[src/rtl/func_sweep_ctrl.sv]
// Sweep sequencer/checker for the function unit F = AC + ABC' + BD + A'C'D'.
// Drives all 16 {A,B,C,D} vectors, samples F after a settle time and compares against EXP_TT.
module func_sweep_ctrl #(
  parameter logic [15:0] EXP_TT     = 16'hFCB1,
  parameter int unsigned SETTLE_CYC = 2
) (
  input  logic        clk,
  input  logic        rst_n,
  input  logic        start,
  output logic [3:0]  abcd_o,
  input  logic        f_i,
  output logic        busy,
  output logic        done,
  output logic        pass,
  output logic [4:0]  err_cnt,
  output logic [3:0]  first_err_idx,
  output logic [15:0] captured
);

  typedef enum logic [1:0] {S_IDLE, S_SETTLE, S_SAMPLE, S_DONE} state_t;

  localparam logic [3:0] WCNT_LAST = 4'(SETTLE_CYC - 1);

  state_t      r_state;
  logic [3:0]  r_idx;
  logic [3:0]  r_wcnt;
  logic [3:0]  r_abcd;
  logic        r_busy;
  logic        r_done;
  logic        r_pass;
  logic [4:0]  r_err;
  logic [3:0]  r_first;
  logic [15:0] r_cap;

  logic        w_mis;
  logic [4:0]  w_err_nxt;

  assign w_mis     = f_i ^ EXP_TT[r_idx];
  assign w_err_nxt = r_err + 5'(w_mis);

  always_ff @(posedge clk or negedge rst_n) begin
    if (!rst_n) begin
      r_state <= S_IDLE;
      r_idx   <= '0;
      r_wcnt  <= '0;
      r_abcd  <= '0;
      r_busy  <= 1'b0;
      r_done  <= 1'b0;
      r_pass  <= 1'b0;
      r_err   <= '0;
      r_first <= '0;
      r_cap   <= '0;
    end else begin
      case (r_state)
        S_IDLE: begin
          if (start) begin
            r_idx   <= '0;
            r_abcd  <= '0;
            r_wcnt  <= '0;
            r_busy  <= 1'b1;
            r_cap   <= '0;
            r_err   <= '0;
            r_first <= '0;
            r_pass  <= 1'b0;
            r_state <= S_SETTLE;
          end
        end
        S_SETTLE: begin
          if (r_wcnt == WCNT_LAST) begin
            r_state <= S_SAMPLE;
          end else begin
            r_wcnt <= r_wcnt + 4'd1;
          end
        end
        S_SAMPLE: begin
          r_cap[r_idx] <= f_i;
          if (w_mis) begin
            r_err <= w_err_nxt;
            if (r_err == '0) r_first <= r_idx;
          end
          // pass uses the post-sample error count so the last vector is included
          if (r_idx == 4'd15) begin
            r_done  <= 1'b1;
            r_pass  <= (w_err_nxt == '0);
            r_state <= S_DONE;
          end else begin
            r_idx   <= r_idx + 4'd1;
            r_abcd  <= r_idx + 4'd1;
            r_wcnt  <= '0;
            r_state <= S_SETTLE;
          end
        end
        S_DONE: begin
          r_done  <= 1'b0;
          r_busy  <= 1'b0;
          r_abcd  <= '0;
          r_state <= S_IDLE;
        end
        default: r_state <= S_IDLE;
      endcase
    end
  end

  assign abcd_o        = r_abcd;
  assign busy          = r_busy;
  assign done          = r_done;
  assign pass          = r_pass;
  assign err_cnt       = r_err;
  assign first_err_idx = r_first;
  assign captured      = r_cap;

endmodule

[config.mk]
export PLATFORM = sky130hd
export DESIGN_NAME = func_sweep_ctrl
export DESIGN_NICKNAME = d
export VERILOG_FILES = /design/src/rtl/func_sweep_ctrl.sv
export SDC_FILE = /design/constraint.sdc
export NUM_CORES = 1
export LEC_CHECK = 0
export ABC_CLOCK_PERIOD_IN_PS = 2900
export CORE_MARGIN = 3
export CORE_UTILIZATION = 50
export DETAILED_ROUTE_END_ITERATION = 10
export PLACE_DENSITY = 0.85
export SLEW_MARGIN = 15
export SYNTH_ARGS = -nofsm -noshare
export SYNTH_HDL_FRONTEND = slang
export SYNTH_SLANG_ARGS = --single-unit
[constraint.sdc]
create_clock -name clk -period 2.9 [get_ports clk]
set_clock_uncertainty 0.2 [all_clocks]
set_input_delay 0.725 -clock clk [delete_from_list [all_inputs] [get_ports clk]]
set_output_delay 0.725 -clock clk [all_outputs]
set_load 0.02 [all_outputs]
==> results.py, run 1 <==
metrics = {
    "worst_setup_path": {
        "rr_worst_depth": 10,
        "critPathCapture": "pass",
        "start_kind": "flop",
        "timing.critical_path.from": "r_idx[0]",
        "critPathCaptureType": "flop",
        "cp_data_arrival_time_ns": 2.77,
        "r2r_end": "pass",
        "regToRegStartpoint": "r_idx[0]",
        "cp.required_ns": 2.94,
        "rrSetupSlack_ns": 0.16,
        "path_max_fanout": 6,
        "critical_path_class": "flop to flop",
    },
    "yosys": {
        "syn_inst": 205,
        "synth-seq-cells": 42,
        "syn_nets": 217,
        "synthTopCellsByArea": "dfrtp_1 49%, ha_1 4.6%, o31ai_1 4.2%",
        "yosys.cell_types.count": 45,
        "seq_area_frac_synth": 0.487,
        "yosys.area.top_type_share": 0.487,
        "async_flop_share": 1.00,
        "synth_edf_count": 0,
        "synthFlopType": "dfrtp_1",
        "synth.avg_cell_area_um2": 10.5,
        "yosysTopAreaCell": "dfrtp_1",
        "yosys_warnings": 0,
        "netlist_area_um2": 2160,
    },
    "power": {
        "seq_power_share": 0.400,
        "power_density_nw_per_um2": 728,
        "p_int_w": 0.00122,
        "p_leak_nw": 1.20,
        "max-vdd-ir-drop_uv": 452,
        "clockPowerShare": 0.194,
        "swShare": 0.381,
        "power.switching_w": 0.000752,
        "comb_power_share": 0.406,
    },
    "run_status": {
        "status": "completed",
    },
    "clock_network": {
        "hold_buffers": 0,
        "ctsRootBufferMaster": "clkbuf_8",
        "cts_tree": "yes",
        "cts.sinks": 42,
        "clk_transition_reported_paths_ns": 0.08,
        "cts_buffers": 5,
        "clk_path_buf_depth": 2,
        "clk_latency_ns": 0.29,
        "cts_setup_buffers": 0,
        "h-tree-depth": 2,
    },
    "finish": {
        "layout_common_cells": "41 x dfrtp_1, 33 x clkdlybuf4s50_1, 21 x nand2_1",
        "fillers": 334,
        "drive_above_1_share": 0.150,
        "design_area_um2": 2710,
        "nets": 264,
        "antenna_cells": 0,
        "fin_cells": 303,
        "area_delta_synth_final_pct": 25.7,
        "final_common_cell": "dfrtp_1",
    },
    "floorplan": {
        "num_rows": 23,
        "die-height_um": 71.7,
        "die-width_um": 71.7,
        "io_pins": 36,
        "fp.coreArea_um2": 4090,
        "initial_core_util": 0.528,
        "die_area_um2": 5140,
    },
    "place": {
        "dp.cells": 295,
        "place.gp.congestion": 0.904,
        "place_area_um2": 2630,
        "port_buffers": 35,
        "hpwlAfterDp_um": 3360,
    },
    "sta": {
        "rsz0062_at_grt": "no",
        "final-hold-violation-count": 0,
        "setup_viol": 0,
        "tightest_slew_ns": 0.930,
        "maxSlewViolCount": 0,
        "fin_setup_tns_ns": 0,
        "fin_crit_ns": 2.74,
        "fin_crit_sh": 0.943,
        "relSlewSlack": 0.380,
        "fmax_mhz": 366,
    },
    "flow_run": {
        "drv_cap": 0,
    },
    "grt": {
        "globalRouteMet2Util": 0.294,
        "grt_remaining_overflow": 0,
        "grt_pass1_vias": 1721,
        "grt_first_pass_wirelength_um": 8070,
        "grt-busiest-layer": "met2",
        "grt.total_usage": 0.199,
        "use_met1": 0.283,
        "grt_antenna_before_repair": 0,
        "grt_max_degree": 43,
        "met3_usage": 0.0379,
    },
    "drt": {
        "drt_iter0_drc": 174,
        "antenna_left": 0,
        "vias": 1769,
        "drc": 0,
        "dr.pass1.iters": 4,
        "routed_wl_um": 4720,
        "via_per_inst": 5.84,
        "wl_per_cell_um": 15.6,
    },
    "min_path": {
        "hold_depth": 2,
        "hold_path.class": "flop to flop",
    },
}
[flip-flops by register name, indices dropped and copies added, names as in the netlist]
name           cells
r_wcnt             4
done               1
r_idx              4
first_err_idx      4
abcd_o             4
pass               1
captured          16
r_state            2
err_cnt            5
busy               1
[timing repair]
action | in CTS | in global routing
endpoints found under the setup margin | 1 | 1
endpoints found under the hold margin | 0 | 0
gates cloned | 0 | 0
gates resized for setup | 1 | 3
[cell families after synthesis]
kind of cell | synth area share
buffers and inverters | 0.0388
and+or+nand+nor | 0.145
DFF | 0.487
xor gates and xnor gates | 0.0284
AOI/OAI and AO/OA | 0.239
muxes | 0.0151
adders and majority gates | 0.0464
[Yosys cell counts (2+ instances only)]
library cell and number:
a22o_1 6, o21ai_0 8, a21o_1 3, a21oi_1 6, o2bb2ai_1 3, o21bai_1 2
o31ai_1 12, nor2_1 8, dfrtp_1 42, mux2_2 2, nand2_1 21, nand3_1 8
clkbuf_1 7, o211ai_1 10, nor2b_1 4, nor3_1 2, nor3b_1 2, o311ai_0 4
inv_1 8, a31o_2 2, buf_6 2, ha_1 8, xor2_1 3, o41ai_1 4
nand2b_1 5, xnor2_1 4
[area by class of cell]
type,instances,area (um2),area share
inverters,8,30.0,0.0111
flip-flops and latches,42,1050,0.388
well taps,50,62.6,0.0231
clock inverters,1,5.00,0.00185
multi-input cells,145,1020,0.377
clock buffers,7,86.3,0.0318
repair buffers,50,453,0.167
[worst min path at each step]
| stage | start | to | slack (ns) |
|---|---|---|---|
| floorplan | rst_n | abcd_o[0] | 0.23 |
| finish | abcd_o[3] | abcd_o[3] | 0.29 |
| global route | abcd_o[0] | abcd_o[0] | 0.31 |
| global placement | abcd_o[3] | abcd_o[3] | 0.27 |
| CTS | abcd_o[3] | abcd_o[3] | 0.29 |
| detailed placement | done | done | 0.27 |
[metrics by stage]
stage / worst slack (ns) / power (W) / util / hold WS, ns
2_1_floorplan: 0.138 / 0.00129 / - / 0.229
3_3_place_gp: -0.385 / 0.00157 / 0.642 / 0.267
3_5_place_dp: -0.464 / 0.00160 / 0.642 / 0.270
4_1_cts: 0.0499 / 0.00199 / 0.664 / 0.291
5_1_grt: 0.00435 / 0.00210 / 0.664 / 0.311
6_report: 0.164 / 0.00198 / 0.664 / 0.285
[critical path, stage by stage (launching register included)]
cell and delay (ns):
dfrtp_1 0.46, nor2b_1 0.19, o211a_1 0.25, or3_4 0.37
ha_1 0.21, ha_1 0.21, xnor2_1 0.15, nand2_1 0.06
mux2_2 0.27, a211oi_1 0.18, a31o_2 0.13
[power by group through the flow]
stage          Combinational [W]  Clock, W  Sequential [W]
2_1_floorplan           0.000463         0        0.000827
3_3_place_gp            0.000774         0        0.000794
3_5_place_dp            0.000801         0        0.000799
4_1_cts                 0.000806  0.000392        0.000789
5_1_grt                 0.000882  0.000411        0.000808
6_report                0.000801  0.000384        0.000790
[metal layers]
metal / up-vias / share of wire
met3: 11 / 0.041
met4: 0 / 0.026
met2: 49 / 0.46
met5: - / 0
li1: 853 / -
met1: 856 / 0.47
(Power assumes the default switching activity.)
==> run 2: changes to the inputs <==
SLEW_MARGIN = not set   (was 15)
==> results of run 2 <==
The final DEF is identical to that of run 1; final timing and power are the same.
